===== src/rtl/lcd_sched_pkg.sv =====
// lcd_sched_pkg: shared types and constants for the LCD pattern scheduler.
// Optional build macro used by this slice: LCD_SCHED_FRAME_CNT_EN
// (adds a free-running 16-bit frame counter output).
package lcd_sched_pkg;

  // Configuration modes as presented on cfg_mode.
  typedef enum logic [1:0] {
    AUTO   = 2'd0,
    FIXED  = 2'd1,
    SCROLL = 2'd2,
    BLANK  = 2'd3
  } cfg_mode_t;

  // Scheduler state encoding.
  typedef enum logic [1:0] {
    IDLE = 2'd0,
    RUN  = 2'd1,
    PEND = 2'd2
  } sched_state_t;

  // Frames per step after reset.
  localparam int DEFAULT_RATE = 60;

  // A requested rate of zero would never step; treat it as one frame.
  function automatic logic [7:0] norm_rate(input logic [7:0] rate);
    return (rate == 8'd0) ? 8'd1 : rate;
  endfunction

endpackage


===== src/rtl/lcd_pattern_sched_if.sv =====
// lcd_pattern_sched_if: valid/ready configuration port of the scheduler.
// The master side requests a new configuration; the slave is the scheduler.
interface lcd_pattern_sched_if;
  logic       cfg_valid;
  logic       cfg_ready;
  logic [1:0] cfg_mode;
  logic [1:0] cfg_pattern;
  logic [7:0] cfg_rate;

  modport master (
    output cfg_valid,
    output cfg_mode,
    output cfg_pattern,
    output cfg_rate,
    input  cfg_ready
  );

  modport slave (
    input  cfg_valid,
    input  cfg_mode,
    input  cfg_pattern,
    input  cfg_rate,
    output cfg_ready
  );
endinterface


===== src/rtl/lcd_frame_tick.sv =====
// lcd_frame_tick: turns the active-low VSYNC into a one-cycle frame_tick.
// With LCD_SCHED_FRAME_CNT_EN defined it also counts every frame start.
module lcd_frame_tick (
  input  logic        PixelClk,
  input  logic        nRST,
  input  logic        LCD_VSYNC,
`ifdef LCD_SCHED_FRAME_CNT_EN
  output logic [15:0] frame_count,
`endif
  output logic        frame_tick
);

  // vs_q starts low so a VSYNC already low at reset release is not an edge.
  logic vs_q;
  logic frame_tick_reg;

  // Delay VSYNC one cycle and register its 1->0 transition as the tick.
  always_ff @(posedge PixelClk or negedge nRST) begin
    if (!nRST) begin
      vs_q           <= 1'b0;
      frame_tick_reg <= 1'b0;
    end else begin
      vs_q           <= LCD_VSYNC;
      frame_tick_reg <= vs_q & ~LCD_VSYNC;
    end
  end

  assign frame_tick = frame_tick_reg;

`ifdef LCD_SCHED_FRAME_CNT_EN
  logic [15:0] frame_count_reg;

  // Free-running frame counter, wraps naturally at 16 bits.
  always_ff @(posedge PixelClk or negedge nRST) begin
    if (!nRST) begin
      frame_count_reg <= 16'd0;
    end else if (frame_tick_reg) begin
      frame_count_reg <= frame_count_reg + 16'd1;
    end
  end

  assign frame_count = frame_count_reg;
`endif

endmodule


===== src/rtl/lcd_pattern_sched.sv =====
// lcd_pattern_sched: frame-synchronous scheduler for the colour-bar generator.
// Steps pattern_sel / bar_offset every N frames and applies new configuration
// only at frame starts. Optional macro LCD_SCHED_FRAME_CNT_EN adds frame_count.
module lcd_pattern_sched
  import lcd_sched_pkg::*;
#(
  parameter int FRAMES_PER_STEP = DEFAULT_RATE,
  parameter int NUM_PATTERNS    = 4,
  parameter int BAR_STEPS       = 16
) (
  input  logic                      PixelClk,
  input  logic                      nRST,
  input  logic                      LCD_VSYNC,
  lcd_pattern_sched_if.slave        cfg,
  output logic [1:0]                pattern_sel,
  output logic [15:0]               bar_offset,
  output logic                      blank,
`ifdef LCD_SCHED_FRAME_CNT_EN
  output logic [15:0]               frame_count,
`endif
  output logic                      frame_tick
);

  localparam logic [1:0]  PAT_MAX    = 2'(NUM_PATTERNS - 1);
  localparam logic [15:0] BAR_MAX    = 16'(BAR_STEPS - 1);
  localparam logic [7:0]  RESET_RATE = 8'(FRAMES_PER_STEP);

  sched_state_t state_reg;
  cfg_mode_t    mode_reg;
  logic [7:0]   rate_reg;
  logic [7:0]   frame_cnt_reg;
  logic [1:0]   pattern_sel_reg;
  logic [15:0]  bar_offset_reg;
  logic         blank_reg;
  logic         cfg_ready_reg;

  // Shadow copy of an accepted configuration awaiting the next frame start.
  cfg_mode_t    shd_mode_reg;
  logic [1:0]   shd_pattern_reg;
  logic [7:0]   shd_rate_reg;

  logic         accept;

  lcd_frame_tick u_frame_tick (
    .PixelClk   (PixelClk),
    .nRST       (nRST),
    .LCD_VSYNC  (LCD_VSYNC),
`ifdef LCD_SCHED_FRAME_CNT_EN
    .frame_count(frame_count),
`endif
    .frame_tick (frame_tick)
  );

  assign accept = cfg.cfg_valid & cfg_ready_reg;

  // Scheduler FSM: frame counting, step actions and config shadow/apply.
  always_ff @(posedge PixelClk or negedge nRST) begin
    if (!nRST) begin
      state_reg       <= IDLE;
      mode_reg        <= AUTO;
      rate_reg        <= RESET_RATE;
      frame_cnt_reg   <= 8'd0;
      pattern_sel_reg <= 2'd0;
      bar_offset_reg  <= 16'd0;
      blank_reg       <= 1'b0;
      cfg_ready_reg   <= 1'b0;
      shd_mode_reg    <= AUTO;
      shd_pattern_reg <= 2'd0;
      shd_rate_reg    <= 8'd0;
    end else begin
      cfg_ready_reg <= 1'b1;
      case (state_reg)
        IDLE: begin
          // The first frame start only arms counting; it is not counted.
          if (accept) begin
            shd_mode_reg    <= cfg_mode_t'(cfg.cfg_mode);
            shd_pattern_reg <= cfg.cfg_pattern;
            shd_rate_reg    <= cfg.cfg_rate;
            cfg_ready_reg   <= 1'b0;
            state_reg       <= PEND;
          end else if (frame_tick) begin
            state_reg <= RUN;
          end
        end
        RUN: begin
          if (frame_tick) begin
            if (frame_cnt_reg == rate_reg - 8'd1) begin
              frame_cnt_reg <= 8'd0;
              case (mode_reg)
                AUTO:    pattern_sel_reg <= (pattern_sel_reg == PAT_MAX) ? 2'd0 : pattern_sel_reg + 2'd1;
                SCROLL:  bar_offset_reg  <= (bar_offset_reg == BAR_MAX) ? 16'd0 : bar_offset_reg + 16'd1;
                default: ;
              endcase
            end else begin
              frame_cnt_reg <= frame_cnt_reg + 8'd1;
            end
          end
          // A step due on the accept cycle still happens above.
          if (accept) begin
            shd_mode_reg    <= cfg_mode_t'(cfg.cfg_mode);
            shd_pattern_reg <= cfg.cfg_pattern;
            shd_rate_reg    <= cfg.cfg_rate;
            cfg_ready_reg   <= 1'b0;
            state_reg       <= PEND;
          end
        end
        PEND: begin
          // Counting is frozen; the shadow config lands on the next frame start.
          cfg_ready_reg <= 1'b0;
          if (frame_tick) begin
            mode_reg        <= shd_mode_reg;
            rate_reg        <= norm_rate(shd_rate_reg);
            pattern_sel_reg <= shd_pattern_reg;
            bar_offset_reg  <= 16'd0;
            frame_cnt_reg   <= 8'd0;
            blank_reg       <= (shd_mode_reg == BLANK);
            cfg_ready_reg   <= 1'b1;
            state_reg       <= RUN;
          end
        end
        default: begin
          state_reg <= IDLE;
        end
      endcase
    end
  end

  assign cfg.cfg_ready = cfg_ready_reg;
  assign pattern_sel   = pattern_sel_reg;
  assign bar_offset    = bar_offset_reg;
  assign blank         = blank_reg;

endmodule


===== src/flat_wrapper.sv =====
// flat-port wrapper written by rule: the top's interface ports become plain ports
module lcd_pattern_sched_flat import lcd_sched_pkg::*;
#(
  parameter int FRAMES_PER_STEP = DEFAULT_RATE,
  parameter int NUM_PATTERNS    = 4,
  parameter int BAR_STEPS       = 16
)
  (PixelClk, nRST, LCD_VSYNC, pattern_sel, bar_offset, blank, frame_tick, cfg_cfg_valid, cfg_cfg_mode, cfg_cfg_pattern, cfg_cfg_rate, cfg_cfg_ready);
  lcd_pattern_sched_if cfg_i ();
  input  logic PixelClk;
  input  logic nRST;
  input  logic LCD_VSYNC;
  output logic [1:0] pattern_sel;
  output logic [15:0] bar_offset;
  output logic blank;
  output logic frame_tick;
  input wire logic [$bits(cfg_i.cfg_valid)-1:0] cfg_cfg_valid;
  input wire logic [$bits(cfg_i.cfg_mode)-1:0] cfg_cfg_mode;
  input wire logic [$bits(cfg_i.cfg_pattern)-1:0] cfg_cfg_pattern;
  input wire logic [$bits(cfg_i.cfg_rate)-1:0] cfg_cfg_rate;
  output wire logic [$bits(cfg_i.cfg_ready)-1:0] cfg_cfg_ready;
  assign cfg_i.cfg_valid = cfg_cfg_valid;
  assign cfg_i.cfg_mode = cfg_cfg_mode;
  assign cfg_i.cfg_pattern = cfg_cfg_pattern;
  assign cfg_i.cfg_rate = cfg_cfg_rate;
  assign cfg_cfg_ready = cfg_i.cfg_ready;
  lcd_pattern_sched #(.FRAMES_PER_STEP(FRAMES_PER_STEP), .NUM_PATTERNS(NUM_PATTERNS), .BAR_STEPS(BAR_STEPS)) u_core (.PixelClk(PixelClk), .nRST(nRST), .LCD_VSYNC(LCD_VSYNC), .cfg(cfg_i), .pattern_sel(pattern_sel), .bar_offset(bar_offset), .blank(blank), .frame_tick(frame_tick));
endmodule

===== config.mk =====
export PLATFORM = sky130hd
export DESIGN_NAME = lcd_pattern_sched_flat
export DESIGN_NICKNAME = d
export VERILOG_FILES = /design/src/rtl/lcd_sched_pkg.sv /design/src/rtl/lcd_pattern_sched_if.sv /design/src/rtl/lcd_frame_tick.sv /design/src/rtl/lcd_pattern_sched.sv /design/src/flat_wrapper.sv
export SDC_FILE = /design/constraint.sdc
export NUM_CORES = 1
export LEC_CHECK = 0
export CAP_MARGIN = 20
export CORE_MARGIN = 2
export CORE_UTILIZATION = 28
export DETAILED_ROUTE_END_ITERATION = 10
export PLACE_DENSITY = 0.48
export SYNTH_ARGS = -nofsm -noshare
export SYNTH_HDL_FRONTEND = slang
export SYNTH_SLANG_ARGS = --single-unit

===== constraint.sdc =====
create_clock -name PixelClk -period 5 [get_ports PixelClk]
set_input_delay 1.25 -clock PixelClk [delete_from_list [all_inputs] [get_ports PixelClk]]
set_output_delay 1.25 -clock PixelClk [all_outputs]
set_load 0.02 [all_outputs]

==> results of run 1 <==
## power breakdown
part | internal, uW | total [uW] | switching [uW]
Combinational | 278 | 573 | 295
Sequential | 573 | 711 | 139
Clock | 149 | 301 | 152
## layer usage
| metal | track usage (%) | share of wire, % |
|---|---|---|
| met1 | 17.0 | 48 |
| met2 | 21.2 | 47 |
| met3 | 2.21 | 3.1 |
| met5 | 0 | 0 |
| met4 | 4.55 | 1.6 |
## kinds of logic after synthesis
family / count (synthesis)
flip-flops: 54
buffers and inverters: 26
adder cells (fa/ha/maj): 4
AO/OA/AOI/OAI: 59
multiplexers: 14
XOR/XNOR: 9
AND/OR/NAND/NOR: 141
## final timing paths
kind / startpoint / end / cells past startpoint
max in group asynchronous: nRST / u_core.bar_offset[12] / 2
worst max-delay path: u_core.u_frame_tick.frame_tick / frame_tick / 1
min in group asynchronous: nRST / u_core.shd_rate_reg[2] / 2
worst min register to register: u_core.u_frame_tick.vs_q / u_core.u_frame_tick.frame_tick / 1
worst min-delay path: u_core.u_frame_tick.vs_q / u_core.u_frame_tick.frame_tick / 1
worst max register to register: u_core.rate_reg[0] / u_core.bar_offset[14] / 9
## cell usage after synthesis, drive strengths merged
| master | instances |
|---|---|
| a41oi | 1 |
| o41ai | 2 |
| nor3b | 6 |
| nand3 | 16 |
| dfstp | 4 |
| and3 | 18 |
| or4 | 5 |
| and2 | 2 |
| ha | 4 |
| nand2b | 2 |
| mux2i | 2 |
| o311a | 2 |
| a21oi | 8 |
| o21bai | 1 |
| o21ai | 24 |
| xor2 | 4 |
| nand2 | 44 |
| or3 | 4 |
| clkbuf | 8 |
| o22a | 3 |
| nor2 | 9 |
| buf | 6 |
| a221o | 1 |
| o31ai | 5 |
| nor3 | 7 |
| nor4 | 5 |
| nand4 | 8 |
| xnor2 | 5 |
| mux2 | 12 |
| inv | 12 |
| a31oi | 10 |
| nand3b | 3 |
| dfrtp | 50 |
| and2b | 1 |
| nor2b | 3 |
| or2 | 8 |
| a31o | 2 |
## final cells by class
cell class	count	share of cell area, %
Clock buffer	5	1.96
Clock inverter	3	1.28
Inverter	12	1.28
Multi-Input combinational cell	227	41.6
Sequential cell	54	38.7
Tap cell	136	4.85
Timing Repair Buffer	37	10.3
## metrics by stage
step                setup slack, ns  util, %  instance area, sq um
floorplan                      2.71        -                  2940
global placement               2.22     33.0                  3390
detailed placement             2.21     33.0                  3390
CTS                            2.00     34.1                  3510
global route                   1.95     34.1                  3510
finish                         2.05     34.1                  3510
==> impl_metrics.toml, run 1 <==
[status]
outcome = "complete, no violations"

[timing]
worst_slew_margin_relative_to_its_limit_pct = 36.3
rsz_0062_raised_after_global_routing = "false"
timing.final.max_slew_violations = 0
min_period_ns = 2.95
finalHoldViolCount = 0
setup_viol = 0
fin_tns_setup_ns = 0
slew_of_the_pin_with_the_lowest_slew_margin_ns = 0.952
timing.final.crit_share_pct = 59.1
hold_slack_ns = 0.474
max_freq_ghz = 0.338
final.setup_skew_ns = 0.00722

[die]
ioPinCount = 37
die_width_um = 106
num_rows = 37
die_height_um = 106
die_area_sq_um = 11300
floorplan.initialDensity_pct = 28.6
design.core.area_sq_um = 10300

[setup_path]
element_type_at_the_critical_path_end = "output port"
cpLargestDelayFamily = "buffers and inverters"
cp_cell_sequence = "clkdlybuf4s50_1"
startpoint_types = "flip-flop"
required_ns = 3.75
cp_slowest_cell = "sky130_fd_sc_hd__clkdlybuf4s50_1"
classification_of_the_worst_setup_path = "reg2out"
critPathBufInv = 1
worstPathArrival_ns = 1.70
ff2ff_setup_slack_ns = 2.25
crit_path_max_incr_delay_ns = 0.71
path_max_fanout = 17

[drt]
ant_nets = 0
remaining_drc_errors = 0
detailroute.via_count = 2359
drt_wl_total_um = 6840
vias_per_cell = 4.98
detail_route.wl_per_cell_um = 14.4
drt-initial-drc-count = 120
drt_first_pass_iters = 4

[clocking]
post_cts.resized_instances = 0
cts.clk_slew.worst_paths_ns = 0.10
cts.repair_timing.setup_buffer_count = 0
cts_inserted_buffers = 5
cts_tree = "built"
cts-hold-fix-buffers = 0
cts.path.max_buffers = 2
ctsRootBufferMaster = "sky130_fd_sc_hd__clkbuf_8"
clock_sinks = 54
clock_insertion_delay_worst_skew_ns = 0.31
ctsHtreeMaxLevel = 2

[global_route]
globalRouteTotalUtil_pct = 12.9
globalRouteOverflowTotal = 0
grt_start_max_net_pins = 55
number_of_global_route_vias_before_repair = 2376
antenna_found_initial = 0
grt_first_pass_wirelength_um = 11800

[hold_path]
hold_path.class = "reg2reg"

[synthesis]
synth_compound_gate_area_share_pct = 13.2
post_synth_simple_gate_area_pct = 26.8
post_synth_instance_area_sq_um = 2940
syn_nets = 327
synth.largest_area_cell = "sky130_fd_sc_hd__dfrtp_1"
yosysWarnings = 0
synthMuxAreaShare_pct = 5.27
yosys.cell_types.count = 52
synthTopCellsByArea = "sky130_fd_sc_hd__dfrtp_1 (43%), sky130_fd_sc_hd__nand2_1 (5.5%), sky130_fd_sc_hd__mux2_2 (4.6%)"
post_synth_inst_count = 307
synth_sequential_area_ratio_pct = 46.1
synth-xor-area-share_pct = 2.68
syn-mean-instance-area_sq_um = 9.58
dominant_combinational_cell_family_by_area_after_synthesis = "simple AND/OR/NAND/NOR gates"
synth.ff_latch_count = 54
synth_largest_type_area_fraction_pct = 42.5
synth-adder-area-share_pct = 1.70

[cells_and_area]
layout.cells.most_common_list = "sky130_fd_sc_hd__dfrtp_1 (50), sky130_fd_sc_hd__nand2_1 (43), sky130_fd_sc_hd__clkdlybuf4s50_1 (35)"
num-nets-final = 357
final-instance-count-excl-fill = 474
drive_gt1_share_pct = 13.3
fillCellCount = 1099
sequential_area_sq_um = 1360
syn_to_final_growth_pct = 19.2
diodes = 0
layout_commonest_cell = "sky130_fd_sc_hd__dfrtp_1"
largest_register_ffs = 16
multi_input_area_sq_um = 1460

[pwr]
finalPower_uw = 1590
power.leakage_uw = 0.00148
irDropWorstVdd_mv = 0.197
power_density_nw_per_um2 = 452

[placed_design]
io_buffer_count = 36
place.detailed.instances = 466
gp_congestion = 0.768
dp.final_hpwl_um = 4850

[flow_run]
timing.max_cap.violations = 0
Power figures use the tool's default switching activity.
==> run 2: changes to the inputs <==
PLACE_DENSITY = 0.5   (was 0.48)
clock period = 2.65 ns   (was 5 ns; I/O delays follow)
==> run 2 against run 1 <==
Clock power up 50%. Via count rose by 4.7%. Sequential power up 90%. Final cell count increased by 1.1%. Core utilization rose by 0.12 points. Setup slack got worse by 1.8 ns. Cell area is 0.36% higher. Clock-buffer cell count rose by 2. Register-to-register slack lost 2.0 ns. Sequential cell count unchanged. Largest cell class unchanged. Highest routed layer unchanged.
==> impl_metrics.toml, run 2 (synthesized netlist as in run 1, its figures left out) <==
[cells_and_area]
largest_register_ffs = 16
drive_gt1_share_pct = 14.3
layout.cells.most_common_list = "sky130_fd_sc_hd__dfrtp_1 (50), sky130_fd_sc_hd__nand2_1 (43), sky130_fd_sc_hd__clkdlybuf4s50_1 (35)"
post-route-cell-area_sq_um = 3520
num-nets-final = 362
layout_commonest_cell = "sky130_fd_sc_hd__dfrtp_1"
diodes = 0
syn_to_final_growth_pct = 19.7
fillCellCount = 1121

[die]
design.core.area_sq_um = 10300
ioPinCount = 37
die_height_um = 106
num_rows = 37
floorplan.initialDensity_pct = 28.6
die_area_sq_um = 11300
die_width_um = 106

[pwr]
power_density_nw_per_um2 = 831
power.leakage_uw = 0.00150
irDropWorstVdd_mv = 0.334

[global_route]
globalRouteOverflowTotal = 0
grt_first_pass_wirelength_um = 12300
antenna_found_initial = 0
globalRouteTotalUtil_pct = 13.5
grt_start_max_net_pins = 55
number_of_global_route_vias_before_repair = 2448

[drt]
ant_nets = 0
drt-initial-drc-count = 122
vias_per_cell = 5.15
drt_wl_total_um = 7130
drt_first_pass_iters = 5
detail_route.wl_per_cell_um = 14.9
remaining_drc_errors = 0
detailroute.via_count = 2469

[hold_path]
hold_path.class = "in2async"

[placed_design]
io_buffer_count = 36
postPlaceCellArea_sq_um = 3430
dp.final_hpwl_um = 4940
gp_congestion = 0.801

[timing]
worst_slew_margin_relative_to_its_limit_pct = 53.1
rsz_0062_raised_after_global_routing = "false"
timing.final.crit_share_pct = 89.8
timing.final.max_slew_violations = 0
min_period_ns = 2.38
max_freq_ghz = 0.420
slew_of_the_pin_with_the_lowest_slew_margin_ns = 0.704
fin_tns_setup_ns = 0
finalHoldViolCount = 0
setup_viol = 0
final.setup_skew_ns = 0.0116

[setup_path]
classification_of_the_worst_setup_path = "reg2reg"
path_max_fanout = 17
element_type_at_the_critical_path_end = "flip-flop"
worstPathArrival_ns = 2.58
required_ns = 2.85
startpoint_types = "flip-flop"

[clocking]
cts.path.max_buffers = 2
cts_inserted_buffers = 5
cts-hold-fix-buffers = 0
ctsHtreeMaxLevel = 2
cts.clk_slew.worst_paths_ns = 0.10
post_cts.resized_instances = 0
cts.repair_timing.setup_buffer_count = 0
ctsRootBufferMaster = "sky130_fd_sc_hd__clkbuf_8"
cts_tree = "built"
clock_sinks = 54
clock_insertion_delay_worst_skew_ns = 0.31

[flow_run]
timing.max_cap.violations = 0

[status]
outcome = "complete, no violations"
-- run 2: changes by cell type in the layout (fill, tap and decap cells not counted), sizes merged --
| cell | before | now |
|---|---|---|
| clkinvlp | 2 | 1 |
| clkbuf | 5 | 7 |
| bufinv | 1 | 0 |
| buf | 2 | 7 |
-- run 2: through the flow --
step	setup WS (ns)	instances	util [%]	power [uW]	hold WS (ns)
after global placement	0.325	471	33.4	2460	0.464
after floorplan	0.363	307	-	2150	0.367
after CTS	0.233	479	34.2	2960	0.488
final	0.270	479	34.2	2930	0.467
after global routing	0.0329	479	34.2	3180	0.529
after detailed placement	0.251	471	33.4	2490	0.466
-- run 2: power breakdown --
group          internal [uW]  leakage, uW  total [uW]  switching (uW)
combinational            545     0.000778        1120             579
clock                    188    0.0000385         452             264
sequential              1080     0.000680        1350             268
total                   1810      0.00150        2930            1110
-- run 2: critical path, stage by stage, from the launching register on --
cell                      delay, ns
sky130_fd_sc_hd__dfrtp_1       0.44
sky130_fd_sc_hd__inv_1         0.09
sky130_fd_sc_hd__ha_1          0.18
sky130_fd_sc_hd__nor3b_4       0.25
sky130_fd_sc_hd__mux2i_1       0.21
sky130_fd_sc_hd__nor3_1        0.07
sky130_fd_sc_hd__o311a_4       0.41
sky130_fd_sc_hd__and2_4        0.24
sky130_fd_sc_hd__and3_2        0.19
sky130_fd_sc_hd__o22a_1        0.19
-- run 2: per-layer routing --
layer	routed length, um	vias up	part of all wire, %	GRT usage (%)
met2	3280	60	46	21.5
met1	3480	1219	49	19.1
met5	0	-	0	0
met4	63	0	0.88	2.69
li1	-	1184	-	-
met3	302	6	4.2	2.51
-- run 2: final cells by class --
type	count	area, sq um	area share, %
clock buffer	7	76.3	2.17
inverter	12	45.0	1.28
timing repair buffer	42	400	11.4
tap	136	170	4.83
sequential	54	1360	38.5
multi-input combinational	227	1460	41.6
clock inverter	1	7.51	0.213
-- run 2: path summary, 6_finish.rpt --
kind | startpoint | endpoint | slack [ns] | cells past startpoint
setup / recovery | u_core.rate_reg[0] | u_core.bar_offset[3] | 0.27 | 9
min in group PixelClk | u_core.u_frame_tick.vs_q | u_core.u_frame_tick.frame_tick | 0.49 | 1
hold reg to reg | u_core.u_frame_tick.vs_q | u_core.u_frame_tick.frame_tick | 0.49 | 1
setup reg to reg | u_core.rate_reg[0] | u_core.bar_offset[3] | 0.27 | 9
max in group asynchronous | nRST | u_core.shd_rate_reg[4] | 1.70 | 2
hold / removal | nRST | u_core.bar_offset[7] | 0.47 | 2
